[config.mk]
export PLATFORM = sky130hd
export DESIGN_NAME = regfile_wb_arbiter
export DESIGN_NICKNAME = d
export VERILOG_FILES = /design/src/rtl/regfile_wb_arbiter.sv
export SDC_FILE = /design/constraint.sdc
export NUM_CORES = 1
export LEC_CHECK = 0
export BUFFER_PORTS_ARGS = -buffer_cell sky130_fd_sc_hd__buf_2
export CORE_ASPECT_RATIO = 1.2
export CORE_MARGIN = 2
export CORE_UTILIZATION = 45
export DETAILED_ROUTE_END_ITERATION = 7
export PLACE_DENSITY = 0.81
export SYNTH_ARGS = -nofsm -noshare
export SYNTH_HDL_FRONTEND = slang
export SYNTH_SLANG_ARGS = --single-unit
[constraint.sdc]
create_clock -name clk -period 1.8 [get_ports clk]
set_input_delay 0.09 -clock clk [delete_from_list [all_inputs] [get_ports clk]]
set_output_delay 0.09 -clock clk [all_outputs]
set_load 0.02 [all_outputs]
[src/rtl/regfile_wb_arbiter.sv]
// regfile_wb_arbiter: round-robin arbiter sharing the register-file write port
// between the ALU (A) and load/store (B) writeback requesters, with a registered output stage.
module regfile_wb_arbiter #(
    parameter int WIDTH = 32,
    parameter int DEPTH = 32,
    parameter int CNT_W = 16,
    localparam int AW = $clog2(DEPTH)
) (
    input  logic             clk,
    input  logic             rst,
    input  logic             hold,
    input  logic             a_valid,
    input  logic [AW-1:0]    a_rd,
    input  logic [WIDTH-1:0] a_data,
    output logic             a_ready,
    input  logic             b_valid,
    input  logic [AW-1:0]    b_rd,
    input  logic [WIDTH-1:0] b_data,
    output logic             b_ready,
    output logic             wr_en,
    output logic [AW-1:0]    regW,
    output logic [WIDTH-1:0] portW,
    output logic [CNT_W-1:0] conflict_cnt
);
    logic             last_b;
    logic             grant_a;
    logic             grant_b;
    logic             xfer;
    logic [AW-1:0]    rd;
    logic [WIDTH-1:0] data;

    always_comb begin
        grant_a = !rst && !hold && a_valid && (!b_valid || last_b);
        grant_b = !rst && !hold && b_valid && (!a_valid || !last_b);
        xfer    = grant_a || grant_b;
        rd      = grant_a ? a_rd : b_rd;
        data    = grant_a ? a_data : b_data;
    end

    assign a_ready = grant_a;
    assign b_ready = grant_b;

    // x0 transfers still complete the handshake and move last_grant, but never write
    always_ff @(posedge clk or posedge rst) begin
        if (rst) begin
            wr_en        <= 1'b0;
            regW         <= '0;
            portW        <= '0;
            last_b       <= 1'b1;
            conflict_cnt <= '0;
        end else begin
            wr_en <= xfer && rd != '0;
            if (xfer) begin
                regW   <= rd;
                portW  <= data;
                last_b <= grant_b;
            end
            if (a_valid && b_valid && !hold && conflict_cnt != '1)
                conflict_cnt <= conflict_cnt + 1'b1;
        end
    end
endmodule

Word level (Yosys, flattened, before mapping)

Index checks and enable logic that the tools add are counted.

Order comparisons: 0
Bitwise gates (word level): 0
Reductions and logical operators: 18
Shift-type cells: 0
Multiply operators: 0
Add/sub/neg operators: 1
Divide/modulo/power cells: 0
Equal/unequal tests: 1
Mux-type cells: 2

Operator list:

| operator                                                         | count |
|---|---|
| 32-bit two-way mux                                               | 1 |
| 16-bit by 1-bit adder with 16-bit output (second input constant) | 1 |
| 16-bit != test (second input constant)                           | 1 |
| 1-bit logical AND                                                | 9 |
| 1-bit zero test                                                  | 5 |
| 5-bit two-way mux                                                | 1 |
| 5-bit nonzero test                                               | 1 |
| 1-bit logical OR                                                 | 3 |

Memories kept: 0
Input bits: 79
Bits in read-only memories: 0
Output and inout port bits: 56
Register bits after elaboration: 55
Memory bits (writable): 0
Latch bits: 0
Logic and storage cells: 27

Longest topological paths before layout

Depth after elaboration: 7
Depth in mapped cells: 5
Depth with buffers taken out: 5

Worst setup path after synthesis

OpenSTA, ideal clock, no wires.

Kind: register -> register
Start: reg conflict_cnt[3]
End: reg conflict_cnt[8]
Slack: 0.132 ns
Required time: 1.672 ns
Library setup time: 0.128 ns
Path buffers: 0
Cell stages (with the launch flop): 4
Data arrival time: 1.541 ns
Clock period less this slack: 1.668 ns
Path through: dfrtp_1 > nand4_4 > or4_4 > mux2_1

Longest elaborated chain between the ends: 2
Elaborated cells on any way between the ends: 3
Classes of those cells: add/sub (1); eq/ne (1); reduce/logical (1)

Ends and longest elaborated chain:

| element                                                                                          | RTL line | RTL |
|---|---|---|
| start, declared                                                                                  | 23       | `output logic [CNT_W-1:0] conflict_cnt` |
| start signal, assigned                                                                           | 59       | `conflict_cnt <= conflict_cnt + 1'b1;` |
| parallel branches: the longest is 2 deep, another holds 16-bit by 1-bit adder with 16-bit output | n/a      |  |

Parallel ways; which one is timed is not known.
A chain may end at the register's enable or synchronous reset.

Worst setup path in the final report

Start: reg conflict_cnt[12]
End: reg conflict_cnt[1]

Longest elaborated chain between the ends: 2

Ends and longest elaborated chain:

| element           | RTL line | RTL |
|---|---|---|
| 16-bit != test    | 58       | `if (a_valid && b_valid && !hold && conflict_cnt != '1)` |
| 1-bit logical AND | 58       |  |

Every way passes these cells.

==> impl_metrics.yaml <==
setup_path:
  end_kind: "flop"
  rrSetupSlack_ns: 0.10
  cp_slowest_cell: "dfrtp_1"
  max_stage_delay_ns: 0.48
  critPathArrivalTime_ns: 1.89
  reg2reg_from: "conflict_cnt[12]$_DFFE_PP0P_"
  crit_chain: "nand4_1, nor4_4, nor2_1, mux2_2"
  cp-start-kind: "flop"
  criticalPathCategory: "reg2reg"
  cp.required_ns: 1.99
  cp-startpoint: "conflict_cnt[12]$_DFFE_PP0P_"
  crit_fanout: 9
floorplanning:
  initial_core_util: 0.466
  die_area_mm2: 0.00650
  die_y_um: 87.9
  dieWidth_um: 73.9
  row_count: 30
  core-area_mm2: 0.00567
  pin_count: 135
sta:
  max_clock_freq_ghz: 0.589
  hold_viol_final: 0
  slew_violations: 0
  rsz0062_at_grt: "false"
  period_share: 0.944
  fin_skew_ns: 0.00889
  max-slew-margin-rel: 0.705
  tightest_slew_ns: 0.439
  finalSetupViolCount: 0
  setup_tns_ns: 0
  period_needed_ns: 1.70
routing:
  drc: 0
  first_pass_iters: 4
  drt-total-wl_mm: 6.31
  ant_nets: 0
  initialDrtViolationCount: 84
  vias: 2360
  routedWlPerCell_um: 13.5
  viasPerCell: 5.04
logic_synthesis:
  synth_top_area_frac: 0.512
  netlist_area_mm2: 0.00264
  synthDistinctLibCells: 36
  ys_top_cells_by_count: "dfrtp_1, nor2_1, a21oi_1"
  ys_seq_elements: 55
  yosysSeqAreaShare: 0.522
  synthFlopType: "dfrtp_1"
  synth_edf_count: 0
  yosysTopAreaCell: "dfrtp_1"
  synth_most_common_cell: "dfrtp_1"
  synth_cells: 251
  avgSynthCellArea_um2: 10.5
  synth_area_leaders: "dfrtp_1, mux2i_1, a21oi_1, nor2_1, nand3_1"
  yosys_warnings: 0
  syn-num-nets: 331
  async_flop_share: 1.00
global_routing:
  globalRouteTotalUtil: 0.207
  grt_first_pass_wirelength_mm: 10.5
  grt_overflow: 0
  grt_pass1_vias: 2441
  antenna_found_initial: 0
  grt_max_degree: 53
final_layout:
  fin_nets: 467
  n_antenna_cell: 0
  register_area_mm2: 0.00138
  layout-drive-gt1-share: 0.418
  fin_util: 0.632
  nFillCells: 475
  multi_input_area_mm2: 0.00120
  final_cells: 468
  area_growth_pct: 35.6
run:
  drv_cap: 0
run_status:
  outcome: "completed"
clock_tree:
  cts_root_buf: "clkbuf_8"
  clkLatencyLatePin_ns: 0.30
  clk_path_buf_depth: 2
  clkTransAtPathRegs_ns: 0.10
  cts_tree: "built"
  cts_resized: 0
  cts_hold_buf: 1
  cts.sinks: 55
  numCtsBuffers: 5
  ctsHtreeMaxLevel: 2
  post_cts_buffers: 0
power:
  static-leakage-power_nw: 1.98
  vdd_drop_max_v: 0.000513
  power_density_mw_per_mm2: 1060
placed_design:
  dp_hpwl_mm: 4.86
  io_buffers: 134
  dp_cells: 459
  globalplace.congestion: 0.777
worst_hold_path:
  min_path_type: "in2reg"
  hold_start: "a_data[4]"
flip-flops by register name, indices dropped and copies added (netlist names):
register / flops
conflict_cnt: 16
last_b: 1
portW: 32
regW: 5
wr_en: 1
stage by stage:
step | power, W | setup WS (ns) | hold slack, ns | area (um^2)
after floorplan | 0.00248 | 0.132 | 0.249 | 2640
after global placement | 0.00293 | 0.238 | 0.121 | 3450
after detailed placement | 0.00298 | 0.146 | 0.133 | 3450
after CTS | 0.00383 | 0.0956 | 0.0204 | 3580
after global routing | 0.00401 | 0.000862 | 0.0220 | 3580
final | 0.00379 | 0.101 | 0.0270 | 3580
cell families after synthesis:
logic type,Yosys count,synth area share
AND/OR/NAND/NOR,82,0.171
adder cells (fa/ha/maj),1,0.00474
XOR/XNOR,8,0.0265
flip-flops,55,0.522
multiplexers,40,0.153
buffers and inverters,18,0.0275
AO/OA/AOI/OAI,47,0.0957
report_power, final:
| group | total (W) | internal (W) | switching, W |
|---|---|---|---|
| clock | 0.000844 | 0.000451 | 0.000393 |
| combinational | 0.00124 | 0.000497 | 0.000739 |
| sequential | 0.00170 | 0.00151 | 0.000191 |
metal layers:
metal	GRT usage	vias up	part of all wire
met5	0	-	0
met2	0.376	82	0.53
met4	0.0942	0	0.021
met1	0.232	1110	0.40
met3	0.0345	13	0.050
li1	-	1155	-
cell usage in the layout, fill, tap and decap left out, drive strengths merged, types with 2 or more instances in the layout:
| master | n |
|---|---|
| nand4 | 5 |
| nor3 | 2 |
| buf | 140 |
| clkbuf | 6 |
| a31oi | 2 |
| nand2 | 7 |
| mux2i | 38 |
| mux2 | 2 |
| a21oi | 39 |
| or4 | 4 |
| nand3 | 7 |
| xnor2 | 4 |
| inv | 6 |
| a41oi | 2 |
| xor2 | 4 |
| dfrtp | 54 |
| and4 | 2 |
| nor4 | 4 |
| nor2 | 46 |
critical path, delay by kind of cell (launching register included):
family,cells,cell delay [ns]
mux,1,0.29
flops,1,0.48
simple gates,3,0.82
path summary, 6_finish.rpt:
check,end,cells past startpoint
worst max-delay path,conflict_cnt[1]$_DFFE_PP0P_,4
worst min-delay path,portW[4]$_DFFE_PP0P_,3
worst max register to register,conflict_cnt[1]$_DFFE_PP0P_,4
worst min register to register,last_b$_DFFE_PP1P_,2
max in group asynchronous,portW[18]$_DFFE_PP0P_,4
min in group asynchronous,conflict_cnt[13]$_DFFE_PP0P_,3
area by class of cell:
class                   count  area share
clock buffers               6      0.0231
clock inverters             2     0.00978
inverters                   6     0.00629
multi-input cells         178       0.335
flip-flops and latches     55       0.385
well taps                  80      0.0280
repair buffers            141       0.213
Note: power is estimated with default switching activity, not from simulation.
